[src/rtl/mux_pkg.sv]
// Shared helpers for the parametrised select muxes: constant clog2 and popcount.
package mux_pkg;

    function automatic int unsigned clog2(input int unsigned v);
        int unsigned r;
        r = 0;
        while ((32'd1 << r) < v) begin
            r = r + 1;
        end
        // A single-slot mux still needs a 1-bit index port.
        return (r == 0) ? 1 : r;
    endfunction

    // Select vectors wider than 64 lines are not supported.
    function automatic int unsigned popcount(input logic [63:0] v);
        int unsigned cnt;
        cnt = 0;
        for (int unsigned i = 0; i < 64; i++) begin
            cnt = cnt + 32'(v[i]);
        end
        return cnt;
    endfunction

endpackage

[src/rtl/prio_enc_n.sv]
// N-input priority encoder: bit 0 wins; idx = N when no line is set.
module prio_enc_n
    import mux_pkg::*;
#(
    parameter int unsigned N = 5,
    localparam int unsigned IW = clog2(N + 1)
) (
    input  logic [N-1:0]  sel,
    output logic [IW-1:0] idx,
    output logic          any,
    output logic          multi
);

    always_comb begin
        idx   = IW'(N);
        any   = 1'b0;
        multi = popcount(64'(sel)) > 1;
        for (int k = N - 1; k >= 0; k--) begin
            if (sel[k]) begin
                idx = IW'(k);
                any = 1'b1;
            end
        end
    end

endmodule

[src/rtl/mux_prio_pipe.sv]
// Priority-select mux with a one-deep valid/ready output register,
// flush, selected-slot reporting and a saturating multi-hot conflict counter.
module mux_prio_pipe
    import mux_pkg::*;
#(
    parameter int unsigned WIDTH = 32,
    parameter int unsigned NSEL  = 5,
    parameter int unsigned CNT_W = 8,
    localparam int unsigned IDX_W = clog2(NSEL + 1)
) (
    input  logic                      clk,
    input  logic                      rst,
    input  logic [(NSEL+1)*WIDTH-1:0] in_data,
    input  logic [NSEL-1:0]           sel,
    input  logic                      in_valid,
    output logic                      in_ready,
    input  logic                      flush,
    output logic [WIDTH-1:0]          out_data,
    output logic [IDX_W-1:0]          out_idx,
    output logic                      out_valid,
    input  logic                      out_ready,
    output logic                      multi_hot,
    output logic [CNT_W-1:0]          conflict_cnt
);

    logic [IDX_W-1:0] idx;
    logic             any;
    logic             multi;
    logic [WIDTH-1:0] slot_sel;
    logic             accept;

    prio_enc_n #(.N(NSEL)) u_enc (
        .sel   (sel),
        .idx   (idx),
        .any   (any),
        .multi (multi)
    );

    // Slot NSEL is the default when no select line is active.
    always_comb begin
        slot_sel = in_data[NSEL*WIDTH +: WIDTH];
        for (int unsigned k = 0; k < NSEL; k++) begin
            if (any && idx == IDX_W'(k)) begin
                slot_sel = in_data[k*WIDTH +: WIDTH];
            end
        end
    end

    assign in_ready = !flush && (!out_valid || out_ready);
    assign accept   = in_valid && in_ready;

    // Output stage: flush beats drain, accept beats capture/refill.
    always_ff @(posedge clk or posedge rst) begin
        if (rst) begin
            out_data  <= '0;
            out_idx   <= '0;
            out_valid <= 1'b0;
            multi_hot <= 1'b0;
        end else if (flush) begin
            out_valid <= 1'b0;
        end else if (accept) begin
            out_data  <= slot_sel;
            out_idx   <= idx;
            multi_hot <= multi;
            out_valid <= 1'b1;
        end else if (out_ready) begin
            out_valid <= 1'b0;
        end
    end

    always_ff @(posedge clk or posedge rst) begin
        if (rst) begin
            conflict_cnt <= '0;
        end else if (accept && multi && conflict_cnt != {CNT_W{1'b1}}) begin
            conflict_cnt <= conflict_cnt + CNT_W'(1);
        end
    end

endmodule

[config.mk]
export PLATFORM = sky130hd
export DESIGN_NAME = mux_prio_pipe
export DESIGN_NICKNAME = d
export VERILOG_FILES = /design/src/rtl/mux_pkg.sv /design/src/rtl/prio_enc_n.sv /design/src/rtl/mux_prio_pipe.sv
export SDC_FILE = /design/constraint.sdc
export NUM_CORES = 1
export LEC_CHECK = 0
export CELL_PAD_IN_SITES_DETAIL_PLACEMENT = 1
export CELL_PAD_IN_SITES_GLOBAL_PLACEMENT = 2
export CORE_AREA = 2 2 139 141
export CTS_BUF_LIST = sky130_fd_sc_hd__clkbuf_8 sky130_fd_sc_hd__clkbuf_16
export DETAILED_ROUTE_END_ITERATION = 8
export DIE_AREA = 0 0 141 143
export GPL_TIMING_DRIVEN = 0
export PLACE_DENSITY = 0.9
export SYNTH_ARGS = -nofsm -noshare
export SYNTH_HDL_FRONTEND = slang
export SYNTH_SLANG_ARGS = --single-unit
[constraint.sdc]
create_clock -name clk -period 3.8 [get_ports clk]
set_input_delay 0.76 -clock clk [delete_from_list [all_inputs] [get_ports clk]]
set_output_delay 0.76 -clock clk [all_outputs]
set_load 0.02 [all_outputs]
==> summary.md <==
| Metric | Value |
|---|---|
| 1st-iter DRT viols | approximately 130 |
| Yosys warnings | 0 |
| Final min period | 3573 ps |
| Sw Pwr | 688.5 uW |
| N_diodes | 0 |
| Internal cell power | 1342 uW |
| Post-Synth Adder-Cell Area | 1.968% |
| Post-DRT Antenna Nets | 0 |
| Hold_buf cts | 0 |
| Initial Util | 17.79% |
| I/O pin count | 248 |
| Synthesized area per cell | ~7.6 sq um |
| Number of remaining DRC errors | 0 |
| WL/cell | 19.64 um |
| H-tree levels | 2 |
| Final HPWL from detailed placement | 14.29 mm |
| Max stage delay cell, worst path | clkdlybuf4s50_1 |
| Row count | 50 |
| Fmax | 0.2798 GHz |
| Mux cell area share after synthesis | 1.022% |
| Arrival @ worst endpoint | approximately 3800 ps |
| Startpoint types | input port |
| Vias per Instance | 4.713 |
| Chip height | 143 um |
| Port bufs | 245 |
| Clock transition at the registers of the reported paths | 70 ps |
| Clock power share | between 20% and 30% |
| Fin Clk Skew | 4.743 ps |
| Syn nets | 641 |
| Mapped Area | 3306 sq um |
| Most frequent cells in the layout | 245 x clkdlybuf4s50_1, 74 x nand2_1, 66 x a21oi_1, 62 x o21ai_1, 45 x dfrtp_1 |
| Fill cell count | roughly 2,200 |
| Largest family of logic cells by synthesized area | compound AO/OA/AOI/OAI gates |
| GRT Total Usage | between 10% and 20% |
| #FFs+latches synth | 45 |
| Root buffer cell | clkbuf_16 |
| Largest stage delay, worst path | ~580 ps |
| Overall Power | around 2000 uW |
| Clk_lat worst skew | around 300 ps |
| # Max-Cap Violations | 0 |
| Pwr Density | 325.3 nW/um^2 |
| Synthesis-to-layout area growth | 88.83% |
| DR pass1 iterations | 4 |
| Leakage | between 0.002 and 0.0025 uW |
| Most common cell after layout, fill and taps aside | clkdlybuf4s50_1 |
| CTS Sinks | 45 |
| Nets | 893 |
| Run status | complete, no violations |
| First-pass GRT wire length | 26.90 mm |
| Antenna violations before repair | 0 |
| GRT overflow | 0 |
| Kind of critical path | in -> reg |
| Compound-Gate Fraction of Synth Area | 38.91% |
| Largest net degree at the start of global routing | 28 |
| WP buf/inv | 2 |
| Critical path data required time | 3990 ps |
| Share of cells above drive strength 1 | 3.052% |
| Fin. Hold Viols | 0 |
| CTS tree | yes |
| Top cell by count, worst path | fa_1 |
| Die area | roughly 20,000 sq um |
| Seq/Total Area, Yosys | around a third |
| Final core occ | about a third |
| Placed cell count | 915 |
| Synth Instances | 435 |
| Final setup violation count | 0 |
| Setup TNS | 0 ps |
| GP Congestion | about 0.81 |
| Longest Clk Path Bufs | 2 |
| Slew Limit Fails | 0 |
| Postcts setup bufs | 0 |
| Max-slew headroom | 55.29% |
| Crit path cell chain | clkdlybuf4s50_1 > ha_1 > inv_1 > fa_1 > nand2b_1 > fa_1 > nand2_1 > nand3_1 > or3_1 > mux2_1 |
| Simple-gate share of the synthesized area | 12.72% |
| Final period utilization | 94.04% |
| Core Area | 18,580 sq um |
| Number of global-route vias before repair | 4,691 |
| Detailed Route WL | 18.11 mm |
| Critical-path maximum fanout | 6 |
| Comb pwr share | a little over two fifths |
| Hold_ws | 485.2 ps |
| Die width | between 100 and 150 um |
| Post-cts resize count | 0 |
| CTS buffer count | 5 |
| Top delay family on crit path | adder cells |
| Via Count | 4,345 |
| Yosys cell types | 32 |
| XOR/XNOR Fraction of Synth Area | 1.060% |
| Sw Ratio | 33.90% |
| Worst-margin pin slew | around 670 ps |
| Sequential fraction of design power | a little under a third |
| Post-Layout Cell Count | 922 |
| Peak supply drop | 0.1645 mV |
| Type of the worst min-delay path | reg -> reg |
| Unrepaired setup endpoints after global routing | no |
| CP Capture Type | flip-flop |
-- tightest hold or removal path, delay by kind of cell, from the launching register on --
kind,cells,cell delay [ps]
compound gates,1,60
flops,1,340
simple gates,1,50
-- sequential cells by signal (all words and copies together) (netlist names) --
name / flops
multi_hot: 1
out_valid: 1
out_data: 32
conflict_cnt: 8
out_idx: 3
-- metrics by stage --
step	setup slack [ps]	instance area, sq um
after floorplan	478.5	3306
after global placement	-69.36	6051
after detailed placement	-144.3	6071
after CTS	181.2	6246
after global routing	44.81	6242
final	226.5	6242
-- cell families (layout without fill, tap and decap cells) --
kind of cell / after synthesis / in the layout
AO/OA/AOI/OAI: 198 / 198
XOR/XNOR: 4 / 4
multiplexers: 3 / 3
buffers and inverters: 81 / 334
AND/OR/NAND/NOR: 100 / 100
adder cells (fa/ha/maj): 4 / 4
flip-flops: 45 / 45
-- worst paths after layout --
kind                            slack (ps)         endpoint          from  depth (start not counted)
max in group asynchronous             2480       out_idx[0]           rst                          3
worst max-delay path                   230  conflict_cnt[6]        sel[0]                         10
worst max register to register        2010       out_idx[1]     out_valid                          6
min in group asynchronous              810     out_data[13]           rst                          2
worst min-delay path                   490     out_data[27]  out_data[27]                          2
worst min register to register         490     out_data[27]  out_data[27]                          2
-- synth_stat cells --
master    instances  area [sq um]
inv_1            38         142.6
o21ai_1          62         310.3
clkbuf_1         35         131.4
nor4_1            1         6.260
nand3_1           3         15.01
buf_6             4         45.04
a21oi_1          66         330.3
nand2b_1          3         18.77
a221o_1          32         320.3
a211oi_1          1         7.510
and2_1            1         6.260
xor2_1            4         35.03
nand4_1           1         6.260
or3_1             2         12.51
fa_1              2         40.04
buf_2             4         20.02
o41ai_1           1         8.760
a221oi_1         32         280.3
o31ai_1           2         15.01
a41oi_1           1         8.760
mux2_2            2         22.52
nor4b_1           1         8.760
and3_1            1         6.260
nor2b_1           2         12.51
nor2_1            7         26.28
o21ai_0           1         5.000
nand2_1          74         277.8
ha_1              2         25.02
or2_4             1         8.760
mux2_1            1         11.26
dfrtp_1          45          1126
nor3_1            3         15.01
-- power groups by stage --
stage / registers, uW / clock network (uW) / logic [uW]
final: 639 / 539 / 852
after global routing: 655 / 577 / 924
after CTS: 639 / 561 / 867
after detailed placement: 649 / 0 / 864
after global placement: 642 / 0 / 851
after floorplan: 751 / 0 / 246
-- per-layer routing --
metal / global-route usage [%] / routed length, um / share of wire [%] / up-vias
li1: - / - / - / 2096
met4: 4.368 / 252 / 1.4 / 0
met1: 21.47 / 7590 / 42 / 2076
met5: 0 / 0 / 0 / -
met2: 32.12 / 9151 / 51 / 162
met3: 3.991 / 1113 / 6.1 / 11
-- layout make-up --
| cell class | instances | area, sq um | share of cell area (%) |
|---|---|---|---|
| tap | 234 | 292.8 | 4.690 |
| buffer | 42 | 192.7 | 3.087 |
| inverter | 38 | 142.6 | 2.285 |
| clock buffer | 5 | 125.1 | 2.004 |
| multi-input combinational | 309 | 1841 | 29.48 |
| timing repair buffer | 246 | 2472 | 39.61 |
| clock inverter | 3 | 50.05 | 0.8018 |
| sequential | 45 | 1126 | 18.04 |
Power figures use the tool's default switching activity.
==> patch 1, RTL diff (same flow settings) <==
Put one more register stage on the output `conflict_cnt`. The value now appears one clock later. The other outputs are not delayed to match.
--- a/src/rtl/mux_prio_pipe.sv
+++ b/src/rtl/mux_prio_pipe.sv
@@ -24,2 +24,4 @@
 );
+
+    logic [CNT_W-1:0] conflict_cnt_s0;
 
@@ -72,6 +74,10 @@
         if (rst) begin
-            conflict_cnt <= '0;
-        end else if (accept && multi && conflict_cnt != {CNT_W{1'b1}}) begin
-            conflict_cnt <= conflict_cnt + CNT_W'(1);
+            conflict_cnt_s0 <= '0;
+        end else if (accept && multi && conflict_cnt_s0 != {CNT_W{1'b1}}) begin
+            conflict_cnt_s0 <= conflict_cnt_s0 + CNT_W'(1);
         end
+    end
+
+    always_ff @(posedge clk) begin
+        conflict_cnt <= conflict_cnt_s0;
     end
Behaviour: not the same (a bounded check fails within 4 cycles, from zero or initial values and one cycle with rst high).
==> patch 1 against the unedited design <==
Synthesized area grew 4.8%. Via count grew 1.1%. Wire length shrank 0.34%. Register-to-register slack lost 110 ps. Power grew 3.7%. Sequential cell count grew 8. Final area grew 2.3%. Worst setup slack gained 8.5 ps. Global-route usage shrank 0.26 points. Critical path depth is the same. Critical endpoint is now conflict_cnt_s0[6]$_DFFE_PP0P_. Largest cell class unchanged. Largest power group unchanged. Highest routed layer unchanged.
==> patch 1: results (changes against the unedited design) <==
Min path
  • HP Start: conflict_cnt_s0[6]$_DFFE_PP0P_ (was out_data[27]$_DFFE_PP0P_)
  • Hold endpoint: conflict_cnt[6]$_DFF_P_ (was out_data[27]$_DFFE_PP0P_)
  • Worst hold stages: 0 (was 2)
  • Hold Crit Class: flip-flop to flip-flop (unchanged)

CTS
  • Later-pin clock latency in the skew report: 300 ps (about the same)
  • Max Root-Sink Buffers: 2 (unchanged)
  • Setup Buffers After CTS: 0 (unchanged)
  • H-tree levels: 2 (unchanged)
  • Post-CTS Resized: 0 (unchanged)
  • CTS Root Cell: clkbuf_16 (unchanged)
  • CTS buffer count: 5 (unchanged)

Synthesis
  • Post-synthesis mux area share: 0.975% (was 1.02%)
  • Sequential area share after synthesis: 37.1% (was 34.1%)
  • Asr flop ratio synth: 84.9% (was 100%)
  • Mean Syn Cell Area: 7.82 µm² (was 7.60 µm²)
  • Post-synthesis cell type count: 37 (was 32)
  • Synth top area cells: dfrtp_1, a21oi_1, a221o_1 (unchanged)
  • Commonest cells post-synth: nand2_1, a21oi_1, o21ai_1, dfrtp_1, inv_1 (unchanged)
  • Synth Area in XOR/XNOR: 1.01% (was 1.06%)
  • Syn nets: 649 (was 641)
  • Complex-gate fraction of the synthesized area: 37.2% (was 38.9%)
  • Synthesized-area fraction occupied by adder cells: 1.88% (was 1.97%)

Power
  • Worst vdd ir: 0.000157 V (was 0.000165 V)
  • Static Leakage: 2.53 nW (was 2.47 nW)

Global route
  • Global-route wire length before repair: 27000 µm (was 26900 µm)
  • GRT Total Usage: 17.5% (was 17.8%)
  • Vias in the first global route: 4769 (was 4691)
  • Initial antenna violation count: 0 (unchanged)

Detailed routing
  • DR iter-0 viols: 106 (was 131)
  • Drt wl/cell: 19.4 µm (was 19.6 µm)
  • Drt pass-1 iters: 4 (unchanged)
  • Via count: 4392 (was 4345)
  • DRT Wirelength: 18000 µm (was 18100 µm)

Setup path
  • FF-to-FF setup slack: 1900 ps (was 2010 ps)
  • Critical R2R Capture: out_data[20]$_DFFE_PP0P_ (was out_idx[1]$_DFFE_PP0P_)
  • Critical path peak fanout: 6 (unchanged)
  • WP data arrival: 3760 ps (about the same)
  • Worst r2r src: out_valid$_DFFE_PP0P_ (unchanged)
  • Crit-path max cell delay: between 500 and 600 ps

Place
  • Input/output buffers: 245 (unchanged)
  • Final GP Congestion: 0.850 (was 0.813)
  • Placement Setup Slack: -80.0 ps (was -144 ps)
  • Placed Cells: 923 (was 915)
  • Placed Area: 6230 µm² (was 6070 µm²)
  • Post-DP HPWL: 14600 µm (was 14300 µm)

Finish
  • Layout Nets: 902 (was 893)
  • Layout cells sized above 1: 3.16% (was 3.05%)
  • ANT cells: 0 (unchanged)
  • Largest registers: out_data (32), conflict_cnt (8), conflict_cnt_s0 (8) (was out_data (32), conflict_cnt (8), out_idx (3))

Timing
  • Fin. Hold Viols: 0 (unchanged)
  • Hold WS: 440 ps (was 485 ps)
  • Clk_skew: 5.80 ps (was 4.74 ps)
  • Setup TNS: 0 ps (unchanged)
  • Worst-Margin Slew: 693 ps (was 671 ps)

Run status
  • Status: complete, no violations (unchanged)
-- patch 1: kinds of logic (layout without fill, tap and decap cells) --
family	after synthesis	count (layout)
fa+ha+maj	4	4
mux	3	3
xor+xnor	4	4
buf+inv	81	335
simple gates	99	99
flops	53	53
compound gates	199	199
-- patch 1: area by class of cell --
type | count | area, µm²
multi-input combinational | 309 | 1840
sequential | 53 | 1290
clock inverter | 3 | 33.8
fill | 2209 | 12200
clock buffer | 5 | 125
buffer | 43 | 191
tap | 234 | 293
timing repair buffer | 246 | 2470
inverter | 38 | 143
-- patch 1: worst max path at each step --
stage | end | slack (ps) | cells after the start | start
4_1_cts | conflict_cnt_s0[6]$_DFFE_PP0P_ | 250 | 10 | sel[2]
3_5_place_dp | conflict_cnt_s0[6]$_DFFE_PP0P_ | -80 | 10 | sel[2]
5_1_grt | conflict_cnt_s0[6]$_DFFE_PP0P_ | 30 | 10 | sel[2]
6_report | conflict_cnt_s0[6]$_DFFE_PP0P_ | 230 | 10 | sel[1]
3_3_place_gp | conflict_cnt_s0[6]$_DFFE_PP0P_ | -50 | 10 | sel[2]
2_1_floorplan | conflict_cnt_s0[6]$_DFFE_PP0P_ | 420 | 10 | sel[2]
-- patch 1: routing by layer --
layer  share of wire, %  vias up  GRT usage, %  wire (µm)
met5                  0        -             0          0
met4                1.7        0          4.21        313
met3                6.2       18          4.39       1130
met2                 49      161          30.7       8850
met1                 43     2087          21.7       7760
li1                   -     2126             -          -
-- patch 1: critical path: cells and delay by family --
family	cells	cell delay [ps]
adder cells (fa/ha/maj)	3	1100
buffers and inverters	2	640
multiplexers	1	310
AND/OR/NAND/NOR	4	940
-- patch 1: power breakdown --
| part | internal [mW] | switching [mW] |
|---|---|---|
| Clock | 0.253 | 0.243 |
| Combinational | 0.456 | 0.398 |
| Sequential | 0.678 | 0.0781 |
==> patch 2, RTL diff (config.mk and constraints unchanged) <==
Made on the original files. The parameter `NSEL` goes from 5 to 10.
--- a/src/rtl/mux_prio_pipe.sv
+++ b/src/rtl/mux_prio_pipe.sv
@@ -6,3 +6,3 @@
     parameter int unsigned WIDTH = 32,
-    parameter int unsigned NSEL  = 5,
+    parameter int unsigned NSEL  = 10,
     parameter int unsigned CNT_W = 8,
Ports: changed (resized in_data, out_idx and sel); port bits go from 248 to 414. The function was not compared with the original's and may differ.
==> patch 2 against the unedited design <==
The run now ends with negative setup slack left. Final area grew 56%. Final cell count increased by 41%. Utilization increased by 19 points. First-iteration DRC count grew to 3.0 times the old value. Worst setup slack got worse by 770 ps. Sequential cell count rose by 1. Clock skew rose by 1.7 ps. Power increased by 23%. Critical path depth increased by 3. Synthesized area increased by 53%. Wire length grew 95%. Clock power is 11% lower. Via count up 68%.
==> patch 2: results (changes against the unedited design) <==
Run status
  • Status: finished with violations (was complete, no violations)
  • Violated checks: negative setup slack

Place
  • Placed Cells: 1283 (was 915)
  • Final GP Congestion: 0.907 (was 0.813)
  • Placed Area: 9520 µm² (was 6070 µm²)

Synthesis
  • Synth Area in XOR/XNOR: 1.21% (was 1.06%)
  • Synthesized-area fraction occupied by adder cells: 3.86% (was 1.97%)
  • Mean Syn Cell Area: 7.95 µm² (was 7.60 µm²)
  • Commonest cells post-synth: nand2_1, nor2_1, dfrtp_1, o21ai_0, clkbuf_1 (was nand2_1, a21oi_1, o21ai_1, dfrtp_1, inv_1)

Global route
  • Largest net degree at the start of global routing: 32 (was 28)
  • Vias in the first global route: 7766 (was 4691)

Setup path
  • Critical R2R Capture: out_data[26]$_DFFE_PP0P_ (was out_idx[1]$_DFFE_PP0P_)
  • FF-to-FF setup slack: 1130 ps (was 2010 ps)

Detailed routing
  • Via count: 7316 (was 4345)
  • DR vias/cell: 5.61 (was 4.71)
  • Routed met2 length: 17300 µm (was 9150 µm)
  • WL met3: 2950 µm (was 1110 µm)
  • Met1 WL: 13600 µm (was 7590 µm)
  • DR iter-0 viols: 396 (was 131)

Timing
  • Clk_skew: 6.43 ps (was 4.74 ps)
  • Setup slack after layout: -546 ps (was 227 ps)
  • Final setup violation count: 9 (was 0)

CTS
  • Setup Buffers After CTS: 5 (was 0)
  • Post-CTS Resized: 29 (was 0)

Finish
  • Layout cells sized above 1: 8.67% (was 3.05%)
  • Layout Nets: 1439 (was 893)

Min path
  • HP Start: out_idx[0]$_DFFE_PP0P_ (was out_data[27]$_DFFE_PP0P_)

Power
  • Static Leakage: 3.81 nW (was 2.47 nW)
==> patch 2: per-layer routing <==
metal  global-route usage [%]  vias up
met1                     38.8     3570
met2                     60.5      350
met4                     12.6        0
met3                     9.19       68
met5                        0        -
li1                         -     3328
==> patch 2: through the flow <==
step	TNS, ps	utilization [%]
3_3_place_gp	-13530	51.1
5_1_grt	-4440	52.5
4_1_cts	-5700	52.4
2_1_floorplan	-3630	-
3_5_place_dp	-14220	51.2
6_report	-4080	52.5
==> patch 2: worst min-delay path: cells and delay by family, from the launching register on <==
| family | cells | cell delay [ps] |
|---|---|---|
| DFF | 1 | 350 |
| AOI/OAI and AO/OA | 1 | 60 |
| and+or+nand+nor | 1 | 50 |
==> patch 2: cell type report <==
type | instances | area (µm²)
flip-flops and latches | 46 | 1150
plain buffers | 59 | 298
fillers | 2212 | 8830
clock buffers | 5 | 125
repair buffers | 418 | 4190
diodes | 8 | 20.0
inverters | 16 | 60.1
multi-input cells | 514 | 3600
clock inverters | 3 | 21.3
well taps | 234 | 293
==> patch 2: how the worst max path moves through the flow <==
stage	startpoint	to	slack, ps	depth (start not counted)
after floorplan	sel[1]	conflict_cnt[1]$_DFFE_PP0P_	-530	13
after global placement	sel[2]	conflict_cnt[1]$_DFFE_PP0P_	-1500	13
after detailed placement	sel[2]	conflict_cnt[1]$_DFFE_PP0P_	-1550	13
after CTS	sel[0]	conflict_cnt[1]$_DFFE_PP0P_	-720	13
after global routing	sel[1]	conflict_cnt[1]$_DFFE_PP0P_	-560	13
final	sel[0]	conflict_cnt[1]$_DFFE_PP0P_	-550	13
==> patch 2: power by group <==
group | internal [mW] | switching (mW) | total, mW | leakage, nW
Sequential | 0.581 | 0.0775 | 0.659 | 0.546
Combinational | 0.740 | 0.629 | 1.37 | 3.19
Clock | 0.245 | 0.233 | 0.478 | 0.0698
